**src/rtl/muldiv_unit.sv**
```systemverilog
// Iterative RV32M multiply/divide unit: 32-step shift-add multiply, 32-step restoring divide.
// Build option MULDIV_DIV_EN adds the divider; without it divide ops finish at once with illegal=1.
module muldiv_unit (
  input  logic        clock,
  input  logic        reset,
  input  logic        start,
  input  logic [2:0]  funct3,
  input  logic [31:0] operand_a,
  input  logic [31:0] operand_b,
  output logic        busy,
  output logic        done,
  output logic [31:0] result,
  output logic        illegal
);
  typedef enum logic [1:0] {S_IDLE, S_MUL, S_DIV, S_FINISH} state_t;

  state_t      state_q, state_d;
  logic [2:0]  op_q, op_d;
  logic [31:0] opnd_q, opnd_d;     // multiplicand or divisor magnitude
  logic [63:0] acc_q, acc_d;       // product accumulator; low word carries fast-path results
  logic [4:0]  cnt_q, cnt_d;
  logic        neg_q, neg_d;
  logic        fast_q, fast_d;
  logic [31:0] result_q, result_d;
  logic        done_q, done_d;
  logic        illegal_q, illegal_d;
`ifdef MULDIV_DIV_EN
  logic [31:0] quo_q, quo_d;
  logic [31:0] rem_q, rem_d;
  logic [32:0] dshift, ddiff;
  logic [31:0] dsel;
  logic        dsgn, ovf;
`endif
  logic        sa, sb;
  logic [32:0] msum;
  logic [63:0] prod;

  function automatic logic [31:0] cond_neg32(input logic n, input logic [31:0] x);
    return n ? (~x + 32'd1) : x;
  endfunction

  function automatic logic [63:0] cond_neg64(input logic n, input logic [63:0] x);
    return n ? (~x + 64'd1) : x;
  endfunction

  always_comb begin
    state_d   = state_q;
    op_d      = op_q;
    opnd_d    = opnd_q;
    acc_d     = acc_q;
    cnt_d     = cnt_q;
    neg_d     = neg_q;
    fast_d    = fast_q;
    result_d  = result_q;
    done_d    = 1'b0;
    illegal_d = 1'b0;
    sa        = 1'b0;
    sb        = 1'b0;
    msum      = '0;
    prod      = '0;
`ifdef MULDIV_DIV_EN
    quo_d     = quo_q;
    rem_d     = rem_q;
    dshift    = '0;
    ddiff     = '0;
    dsel      = '0;
    dsgn      = 1'b0;
    ovf       = 1'b0;
`endif
    case (state_q)
      S_IDLE: begin
        if (start) begin
          op_d   = funct3;
          cnt_d  = '0;
          fast_d = 1'b0;
          neg_d  = 1'b0;
          acc_d  = '0;
          if (!funct3[2]) begin
            sa      = ((funct3 == 3'b001) || (funct3 == 3'b010)) && operand_a[31];
            sb      = (funct3 == 3'b001) && operand_b[31];
            opnd_d  = cond_neg32(sa, operand_a);
            acc_d   = {32'd0, cond_neg32(sb, operand_b)};
            neg_d   = sa ^ sb;
            state_d = S_MUL;
          end else begin
`ifdef MULDIV_DIV_EN
            dsgn = !funct3[0];
            sa   = dsgn && operand_a[31];
            sb   = dsgn && operand_b[31];
            ovf  = dsgn && (operand_a == 32'h8000_0000) && (operand_b == 32'hFFFF_FFFF);
            if (operand_b == 32'd0) begin
              fast_d  = 1'b1;
              acc_d   = {32'd0, funct3[1] ? operand_a : 32'hFFFF_FFFF};
              state_d = S_FINISH;
            end else if (ovf) begin
              fast_d  = 1'b1;
              acc_d   = {32'd0, funct3[1] ? 32'd0 : 32'h8000_0000};
              state_d = S_FINISH;
            end else begin
              opnd_d  = cond_neg32(sb, operand_b);
              quo_d   = cond_neg32(sa, operand_a);
              rem_d   = '0;
              // remainder takes the dividend's sign, quotient the xor of both
              neg_d   = funct3[1] ? sa : (sa ^ sb);
              state_d = S_DIV;
            end
`else
            fast_d  = 1'b1;
            state_d = S_FINISH;
`endif
          end
        end
      end
      S_MUL: begin
        msum  = {1'b0, acc_q[63:32]} + (acc_q[0] ? {1'b0, opnd_q} : 33'd0);
        acc_d = {msum, acc_q[31:1]};
        cnt_d = cnt_q + 5'd1;
        if (cnt_q == 5'd31) state_d = S_FINISH;
      end
`ifdef MULDIV_DIV_EN
      S_DIV: begin
        dshift = {rem_q, quo_q[31]};
        ddiff  = dshift - {1'b0, opnd_q};
        if (ddiff[32]) begin
          rem_d = dshift[31:0];
          quo_d = {quo_q[30:0], 1'b0};
        end else begin
          rem_d = ddiff[31:0];
          quo_d = {quo_q[30:0], 1'b1};
        end
        cnt_d = cnt_q + 5'd1;
        if (cnt_q == 5'd31) state_d = S_FINISH;
      end
`endif
      S_FINISH: begin
        if (fast_q) begin
          result_d = acc_q[31:0];
        end else if (!op_q[2]) begin
          prod     = cond_neg64(neg_q, acc_q);
          result_d = (op_q[1:0] == 2'b00) ? prod[31:0] : prod[63:32];
        end
`ifdef MULDIV_DIV_EN
        else begin
          dsel     = op_q[1] ? rem_q : quo_q;
          result_d = cond_neg32(neg_q, dsel);
        end
`else
        illegal_d = op_q[2];
`endif
        done_d  = 1'b1;
        state_d = S_IDLE;
      end
      default: state_d = S_IDLE;
    endcase
  end

  always_ff @(posedge clock or posedge reset) begin
    if (reset) begin
      state_q   <= S_IDLE;
      op_q      <= '0;
      opnd_q    <= '0;
      acc_q     <= '0;
      cnt_q     <= '0;
      neg_q     <= 1'b0;
      fast_q    <= 1'b0;
      result_q  <= '0;
      done_q    <= 1'b0;
      illegal_q <= 1'b0;
`ifdef MULDIV_DIV_EN
      quo_q     <= '0;
      rem_q     <= '0;
`endif
    end else begin
      state_q   <= state_d;
      op_q      <= op_d;
      opnd_q    <= opnd_d;
      acc_q     <= acc_d;
      cnt_q     <= cnt_d;
      neg_q     <= neg_d;
      fast_q    <= fast_d;
      result_q  <= result_d;
      done_q    <= done_d;
      illegal_q <= illegal_d;
`ifdef MULDIV_DIV_EN
      quo_q     <= quo_d;
      rem_q     <= rem_d;
`endif
    end
  end

  assign busy    = (state_q != S_IDLE);
  assign done    = done_q;
  assign result  = result_q;
  assign illegal = illegal_q;
endmodule

```
**config.mk**
```make
export PLATFORM = sky130hd
export DESIGN_NAME = muldiv_unit
export DESIGN_NICKNAME = d
export VERILOG_FILES = /design/src/rtl/muldiv_unit.sv
export SDC_FILE = /design/constraint.sdc
export NUM_CORES = 1
export LEC_CHECK = 0
export ABC_AREA = 1
export ABC_CLOCK_PERIOD_IN_PS = 7700
export CAP_MARGIN = 20
export CORE_MARGIN = 3
export CORE_UTILIZATION = 65
export DETAILED_ROUTE_END_ITERATION = 6
export PLACE_DENSITY = 0.88
export SLEW_MARGIN = 10
export SYNTH_ARGS = -nofsm -noshare
export SYNTH_HDL_FRONTEND = slang
export SYNTH_SLANG_ARGS = --single-unit
```
**constraint.sdc**
```tcl
create_clock -name clock -period 7.7 [get_ports clock]
set_input_delay 0.77 -clock clock [delete_from_list [all_inputs] [get_ports clock]]
set_output_delay 0.77 -clock clock [all_outputs]
set_load 0.05 [all_outputs]
```
# --- Yosys cells after proc, flatten, opt, wreduce, memory -nomap -nowiden ---
# Cells that the tools add are included.
totals:
  ff_bits: 142
  in_bits: 70
  output_inout_bits: 35
op_classes:
  addsub: 5
  n_eq_ne: 8
  mux: 20
  bitwise_logic: 5
  n_reduce_logical: 12
ops:
  columns: ["operator", "n"]
  rows:
  - ["$mux 32", 7]
  - ["$mux 64", 2]
  - ["$pmux 64 s2", 1]
  - ["$add 32x1->32 const B", 2]
  - ["$add 64x1->64 const B", 1]
  - ["$not 32->32", 2]
  - ["$not 64->64", 1]
  - ["$add 32x32->33", 1]
  - ["$pmux 5 s2", 1]
  - ["$reduce_and 2->1", 4]
  - ["$mux 2", 3]
  - ["$add 5x1->5 const B", 1]
  - ["$eq 5x5->1 const B", 1]
  - ["$mux 5", 1]
  - ["$logic_not 2->1", 2]
  - ["$mux 1", 4]
  - ["$ne 2x2->1 const B", 2]
  - ["$pmux 2 s2", 1]
  - ["$reduce_bool 2->1", 2]
  - ["$eq 3x1->1 const B", 1]
  - ["$eq 3x2->1 const B", 1]
  - ["$reduce_and 3->1", 1]
  - ["$eq 2x1->1 const B", 1]
  - ["$eq 2x2->1 const B", 1]
  - ["other kinds (5)", 6]

# --- Depth between registers and ports, before layout ---
# Gate-level depths: netlist of the first run.
depth:
  depth_word: 6
  ltp_mapped: 19

# --- Worst setup path before layout of the first run ---
# No wires, ideal clock.
synth_timing:
  path_kind: "register -> register"
  start: "reg acc_q[0]"
  end: "reg acc_q[61]"
  arrival_time_ns: 2.218
  path_slack_ns: 5.364
  stages_incl_launch_ff: 20
  cell_sequence: "dfrtp_1 > buf_6 > clkbuf_1 > nand2_1 > inv_1 > ha_1 > inv_1 > fa_1 > inv_1 > nand2_1 > o21ai_2 > nand2_1 > nand2_1 > nand2_1 > nand2_1 > nand2_1 > nand2_1 > nand2_1 > nand3_1 > nand2_1"
synth_between:
  elab_chain_cells: 3
synth_lines:
  columns: ["element", "line", "text"]
  rows:
  - ["start: declaration", "20", "logic [63:0] acc_q, acc_d;"]
  - ["start signal: assignment", "162", "acc_q <= '0;"]
  - ["start signal: assignment", "177", "acc_q <= acc_d;"]
  - ["$mux 32", "115", "msum = {1'b0, acc_q[63:32]} + (acc_q[0] ? {1'b0, opnd_q} : 33'd0);"]
  - ["$add 32x32->33", "115", null]
  - ["$pmux 64 s2", "70", "case (state_q)"]
# No other way between the ends.
# A chain may end at the register's enable or synchronous reset.

# --- Final worst setup path of the first run ---
layout_timing:
  start: "reg acc_q[0]"
  end: "reg acc_q[53]"
# The elaborated chain is that of the path after synthesis.

==> flow_metrics.py, run 1 <==
metrics = {
    "sta": {
        "hold_viol": 0,
        "finalCritPeriodShare_pct": 40.1,
        "worst_pin_slew_ns": 1.05,
        "relSlewSlack_pct": 29.8,
        "fmax_mhz": 324,
        "setup_viol": 0,
        "slew_violations": 0,
        "finalSetupTns_ns": 0,
        "setup_ws_ns": 4.61,
        "skew_ns": 0.0116,
        "rsz0062_at_grt": "no",
        "fin_crit_ns": 3.09,
    },
    "worst_setup_path": {
        "crit_chain": "nand2_1 > inv_1 > ha_1 > inv_1 > fa_1 > inv_1 > nand2_1 > o21ai_2 > nand2_1 > nand2_1 > nand2_1 > nand2_1 > nand2_1 > nand2_1 > nand2_1 > nand3_1 > nand2_1",
        "cp_top_family": "flip-flops",
        "critPathKind": "flip-flop to flip-flop",
        "cp.required_ns": 8.03,
        "path_common_cell": "nand2_1",
        "arrival_ns": 3.42,
        "crit_slowest_cell": "dfrtp_1",
        "worstPathBufferInverterCount": 3,
        "crit_fanout": 33,
        "cp-start-kind": "flip-flop",
        "worst_path_largest_cell_delay_ns": 1.04,
        "critPathCaptureType": "flip-flop",
    },
    "cts": {
        "cts.htree.levels": 4,
        "hold_buffers": 0,
        "clk_latency_ns": 0.44,
        "cts_sinks": 141,
        "cts-root-buf": "clkbuf_16",
        "post-cts-setup-buffer-count": 0,
        "cts_tree": "built",
        "cts-resized-gates": 0,
        "clk_pin_slew_worst_paths_ns": 0.07,
        "clock_path_buffers": 2,
        "cts_buffers": 17,
    },
    "logic_synthesis": {
        "synth-seq-cells": 141,
        "synth_fa_ha_area_share_pct": 3.79,
        "muxShareOfSynthArea_pct": 0,
        "ys_seq_area_share_pct": 27.7,
        "yosysTopAreaCell": "dfrtp_1",
        "synthFlopType": "dfrtp_1",
        "synthCells": 2113,
        "avgSynthCellArea_um2": 6.03,
        "netlist_area_um2": 12700,
        "synth_edf_count": 0,
        "post-synth-top-area-fraction_pct": 27.7,
        "yosys.area_share.simple_pct": 42.5,
        "synth_area_leaders": "dfrtp_1 (28%), nand2_1 (21%), nand3_1 (8.0%), inv_1 (7.4%), nor2_1 (7.2%)",
        "async_flop_share_pct": 100,
        "ys.warnings.count": 0,
        "ys_types": 55,
        "yosys.area_share.xor_xnor_pct": 1.65,
        "synth_top_family_by_area": "simple AND/OR/NAND/NOR gates",
        "synth-compound-area-share_pct": 13.6,
        "synth_nets": 2221,
    },
    "detailed_routing": {
        "ant_nets": 0,
        "dr.pass1.iters": 7,
        "wl_per_cell_um": 17.2,
        "drc": 11,
        "totalWireLength_um": 42100,
        "via_per_inst": 6.00,
        "vias": 14700,
        "drt_iter0_markers": 1876,
    },
    "layout": {
        "antennaDiodeCount": 0,
        "drive_above_1_share_pct": 5.47,
        "syn2layout_area_growth_pct": 13.6,
        "finalNetCount": 2287,
        "post-route-cell-area_um2": 14500,
        "fill_cells": 1539,
    },
    "placement": {
        "pre_cts_ws_ns": 4.40,
        "port_buffers": 104,
        "dp_hpwl_um": 31300,
        "gp_congestion": 1.05,
        "placed_area_um2": 13800,
    },
    "worst_hold_path": {
        "hp-class": "flip-flop to flip-flop",
    },
    "floorplanning": {
        "rows": 50,
        "die_y_um": 146,
        "coreArea_um2": 19000,
        "io_pins": 105,
        "dieWidth_um": 146,
        "start_util_pct": 67.2,
        "die_area_um2": 21300,
    },
    "power_and_ir_drop": {
        "leakagePower_nw": 7.53,
        "ir_worst_vdd_v": 0.000271,
        "power_density_nw_per_um2": 385,
    },
    "global_routing": {
        "grt_pass1_wl_um": 67200,
        "grt_pass1_vias": 13200,
        "grt_max_degree": 76,
        "antenna_found_initial": 0,
        "track_usage_pct": 38.6,
        "grt_overflow": 0,
    },
    "flow_run": {
        "maxCapViolCount": 0,
    },
    "run_status": {
        "violations": "DRC",
        "run_status": "complete, but fails checks",
    },
}
## flip-flops by register name (all words and copies together), names as in the netlist
name and cells:
result 32, cnt_q 5, state_q 2, op_q 3, neg_q 1, done 1, opnd_q 32, illegal 1
acc_q 64
## final cells by class
class | count | area [um^2] | share of cell area [%]
clock buffers | 18 | 439 | 3.04
clock inverters | 14 | 176 | 1.22
inverters | 266 | 1010 | 6.98
multi-input cells | 1640 | 7860 | 54.3
flip-flops and latches | 141 | 3530 | 24.4
well taps | 260 | 325 | 2.25
repair buffers | 113 | 1130 | 7.80
## report_power, final
group          internal (mW)  leakage [nW]  switching [mW]  total (mW)
clock                  0.499         0.299           0.373       0.873
sequential              1.05          1.79           0.408        1.46
combinational           1.02          5.44            2.21        3.24
total                   2.57          7.53            2.99        5.57
## per-stage QoR
step / std cells / hold WS [ns] / utilization (%) / total power [mW]
2_1_floorplan: 2113 / 0.449 / - / 3.64
3_3_place_gp: 2419 / 0.461 / 72.9 / 4.44
3_5_place_dp: 2419 / 0.464 / 72.9 / 4.54
4_1_cts: 2451 / 0.481 / 76.2 / 5.43
5_1_grt: 2452 / 0.490 / 76.3 / 5.94
6_report: 2452 / 0.475 / 76.3 / 5.57
## synth_stat cells (all sizes together), types with 6 or more instances
| library cell | count |
|---|---|
| o221ai | 6 |
| nor3 | 19 |
| nor2 | 260 |
| inv | 262 |
| clkbuf | 28 |
| nand4 | 14 |
| xor2 | 20 |
| nand3 | 208 |
| nand2 | 752 |
| ha | 37 |
| a21oi | 107 |
| buf | 36 |
| o21ai | 140 |
| o22ai | 8 |
| a22oi | 22 |
| a31oi | 10 |
| dfrtp | 141 |
## worst reg2reg max path: stages, from the launching register on
cell     delay, ns
dfrtp_1       1.04
nand2_1       0.10
inv_1         0.09
ha_1          0.14
inv_1         0.06
fa_1          0.36
inv_1         0.08
nand2_1       0.07
o21ai_2       0.22
nand2_1       0.08
nand2_1       0.13
nand2_1       0.07
nand2_1       0.18
nand2_1       0.11
nand2_1       0.08
nand2_1       0.05
nand3_1       0.06
nand2_1       0.06
## routing by layer
layer  GRT usage, %  up-vias  part of all wire (%)
met5              0        -                     0
met3           8.44      171                    12
met1           54.1     6614                    40
met2           58.9     1024                    43
li1               -     6901                     -
met4           14.3        0                   4.3
## logic make-up (layout without fill, tap and decap cells)
kind of cell | Yosys count | count (layout)
flops | 141 | 141
xor+xnor | 24 | 24
fa+ha+maj | 38 | 38
buf+inv | 332 | 411
compound gates | 306 | 306
simple gates | 1272 | 1272
## path summary, 6_finish.rpt
check                           start          to  slack [ns]  cells after the start
max in group asynchronous       reset       neg_q        5.47                      3
setup / recovery             acc_q[0]   acc_q[53]        4.61                     17
min in group asynchronous       reset        done        0.83                      2
hold / removal             result[25]  result[25]        0.48                      2
setup reg to reg             acc_q[0]   acc_q[53]        4.61                     17
hold reg to reg            result[25]  result[25]        0.48                      2
## layout by cell type (no fill, tap or decap), types with 3 or more instances in the layout
| cell | netlist | final |
|---|---|---|
| a21oi_1 | 107 | 107 |
| a22oi_1 | 22 | 22 |
| a31oi_1 | 10 | 10 |
| and2_1 | 3 | 3 |
| buf_4 | 4 | 8 |
| clkbuf_16 | 0 | 17 |
| clkdlybuf4s50_1 | 0 | 104 |
| clkinv_1 | 3 | 3 |
| clkinv_4 | 0 | 3 |
| dfrtp_1 | 141 | 140 |
| ha_1 | 37 | 37 |
| inv_1 | 251 | 250 |
| inv_2 | 10 | 10 |
| inv_6 | 1 | 7 |
| nand2_1 | 728 | 727 |
| nand2_2 | 14 | 15 |
| nand2_4 | 9 | 9 |
| nand3_1 | 203 | 203 |
| nand3_2 | 5 | 5 |
| nand3b_1 | 5 | 5 |
| nand4_1 | 14 | 14 |
| nor2_1 | 243 | 241 |
| nor2_2 | 10 | 11 |
| nor2_4 | 5 | 6 |
| nor3_1 | 18 | 18 |
| o21ai_0 | 106 | 106 |
| o21ai_1 | 24 | 24 |
| o21ai_2 | 7 | 7 |
| o21ai_4 | 3 | 3 |
| o21bai_1 | 5 | 5 |
| o221ai_1 | 6 | 6 |
| o22ai_1 | 8 | 8 |
| or2_2 | 3 | 3 |
| xnor2_1 | 4 | 4 |
| xor2_1 | 20 | 20 |
Note: power is estimated with default switching activity, not from simulation.
==> run 2: changes to the inputs <==
--- a/config.mk
+++ b/config.mk
@@ -6,12 +6,12 @@
 export NUM_CORES = 1
 export LEC_CHECK = 0
 export ABC_AREA = 1
-export ABC_CLOCK_PERIOD_IN_PS = 7700
+export ABC_CLOCK_PERIOD_IN_PS = 2600
 export CAP_MARGIN = 20
 export CORE_MARGIN = 3
-export CORE_UTILIZATION = 65
+export CORE_UTILIZATION = 54
 export DETAILED_ROUTE_END_ITERATION = 6
-export PLACE_DENSITY = 0.88
+export PLACE_DENSITY = 0.78
 export SLEW_MARGIN = 10
 export SYNTH_ARGS = -nofsm -noshare
 export SYNTH_HDL_FRONTEND = slang
==> constraint.sdc (replaced) <==
create_clock -name clock -period 2.6 [get_ports clock]
set_input_delay 0.26 -clock clock [delete_from_list [all_inputs] [get_ports clock]]
set_output_delay 0.26 -clock clock [all_outputs]
set_load 0.05 [all_outputs]
==> flow_metrics.py, run 2 (synthesized netlist as in run 1, its figures left out) <==
metrics = {
    "worst_setup_path": {
        "critPathCaptureType": "flip-flop",
        "arrival_ns": 2.77,
        "ff2ff_path_depth": 13,
        "critPathKind": "flip-flop to flip-flop",
        "cp.required_ns": 2.96,
        "cp-start-kind": "flip-flop",
        "crit_fanout": 11,
        "rrSetupSlack_ns": 0.18,
    },
    "detailed_routing": {
        "dr.pass1.iters": 7,
        "drt_iter0_markers": 1486,
        "totalWireLength_um": 41600,
        "ant_nets": 0,
        "vias": 14100,
        "wl_per_cell_um": 16.5,
        "drc": 0,
        "via_per_inst": 5.61,
    },
    "cts": {
        "cts.htree.levels": 4,
        "cts_buffers": 17,
        "cts-root-buf": "clkbuf_16",
        "post-cts-setup-buffer-count": 0,
        "clock_path_buffers": 2,
        "clk_latency_ns": 0.44,
        "cts_sinks": 141,
        "hold_buffers": 0,
        "cts_tree": "built",
        "clk_pin_slew_worst_paths_ns": 0.07,
    },
    "layout": {
        "post-route-util_pct": 64.1,
        "antennaDiodeCount": 0,
        "syn2layout_area_growth_pct": 15.3,
        "drive_above_1_share_pct": 6.39,
        "finalNetCount": 2303,
        "layout_commonest_cell": "nand2_1",
        "fill_cells": 2241,
        "largest_reg_flops": 64,
        "final_cell_mix": "nand2_1 (725), inv_1 (250), nor2_1 (239)",
        "top_register": "acc_q",
    },
    "global_routing": {
        "grt_overflow": 0,
        "track_usage_pct": 32.3,
        "antenna_found_initial": 0,
        "grt_pass1_wl_um": 67000,
        "grt_pass1_vias": 12900,
        "grt_max_degree": 52,
    },
    "floorplanning": {
        "rows": 55,
        "io_pins": 105,
        "coreArea_um2": 22900,
        "die_area_um2": 25500,
        "start_util_pct": 55.6,
        "die_y_um": 160,
        "dieWidth_um": 160,
    },
    "sta": {
        "rsz0062_at_grt": "no",
        "fmax_mhz": 414,
        "skew_ns": 0.0117,
        "worst_pin_slew_ns": 0.868,
        "finalCritPeriodShare_pct": 93.0,
        "fin_crit_ns": 2.42,
        "hold_ws_ns": 0.197,
        "hold_viol": 0,
        "setup_ws_ns": 0.183,
        "setup_viol": 0,
        "slew_violations": 0,
        "relSlewSlack_pct": 42.1,
        "finalSetupTns_ns": 0,
    },
    "run_status": {
        "run_status": "finished clean",
    },
    "placement": {
        "pre_cts_ws_ns": 0.181,
        "dp_hpwl_um": 32700,
        "gp_congestion": 1.06,
        "port_buffers": 104,
    },
    "power_and_ir_drop": {
        "power_mw": 16.5,
        "ir_worst_vdd_v": 0.000592,
        "power_density_nw_per_um2": 1120,
        "leakagePower_nw": 7.61,
    },
    "flow_run": {
        "maxCapViolCount": 0,
    },
    "worst_hold_path": {
        "hp-class": "input pin to async pin",
    },
}
==> run 2: path summary, 6_finish.rpt <==
| path | start | to |
|---|---|---|
| max | acc_q[0] | acc_q[47] |
| min | reset | done |
| max reg2reg | acc_q[0] | acc_q[47] |
| min reg2reg | result[30] | result[30] |
| max in group asynchronous | reset | acc_q[22] |
| min in group clock | operand_a[0] | opnd_q[0] |
==> run 2: cell type report <==
class                      instances  area (um^2)  area share (%)
clock buffer                      17          425            2.90
tap                              313          392            2.67
multi-input combinational       1640         7870            53.6
inverter                         266         1010            6.87
clock inverter                    15          193            1.31
sequential                       141         3530            24.0
timing repair buffer             129         1270            8.62
==> run 2: critical path: stages, from the launching register on <==
cell	delay [ns]
dfrtp_2	0.46
buf_4	0.20
nand2_1	0.08
inv_1	0.04
ha_1	0.34
nand2_1	0.16
inv_1	0.05
a21oi_1	0.29
nand3_1	0.27
nand2_1	0.12
nand2_1	0.07
nand2_1	0.06
nand2_1	0.04
o21ai_0	0.14
==> run 2: metal layers <==
metal  track usage, %  part of all wire (%)  routed length, um
met5                0                     0                  0
met4             10.5                   2.8               1160
met3             4.29                   8.9               3720
met2             49.6                    44              18300
met1             46.9                    44              18500
==> run 2: timing repair <==
item | 4_1_cts | 5_1_grt
endpoints found under the hold margin | 0 | 0
setup endpoints to repair | 0 | 14
resized for setup | 0 | 6
==> run 2: power by group <==
group          total, mW  leakage [nW]  internal, mW  switching (mW)
combinational       9.56          5.51          3.09            6.47
sequential          4.35          1.79          3.12            1.23
clock               2.61         0.302          1.47            1.14
total               16.5          7.61          7.68            8.84
==> run 2: stage by stage <==
stage	area, um^2	instances
after floorplan	12700	2113
after global placement	14100	2489
after detailed placement	14100	2489
after CTS	14700	2521
after global routing	14700	2521
final	14700	2521
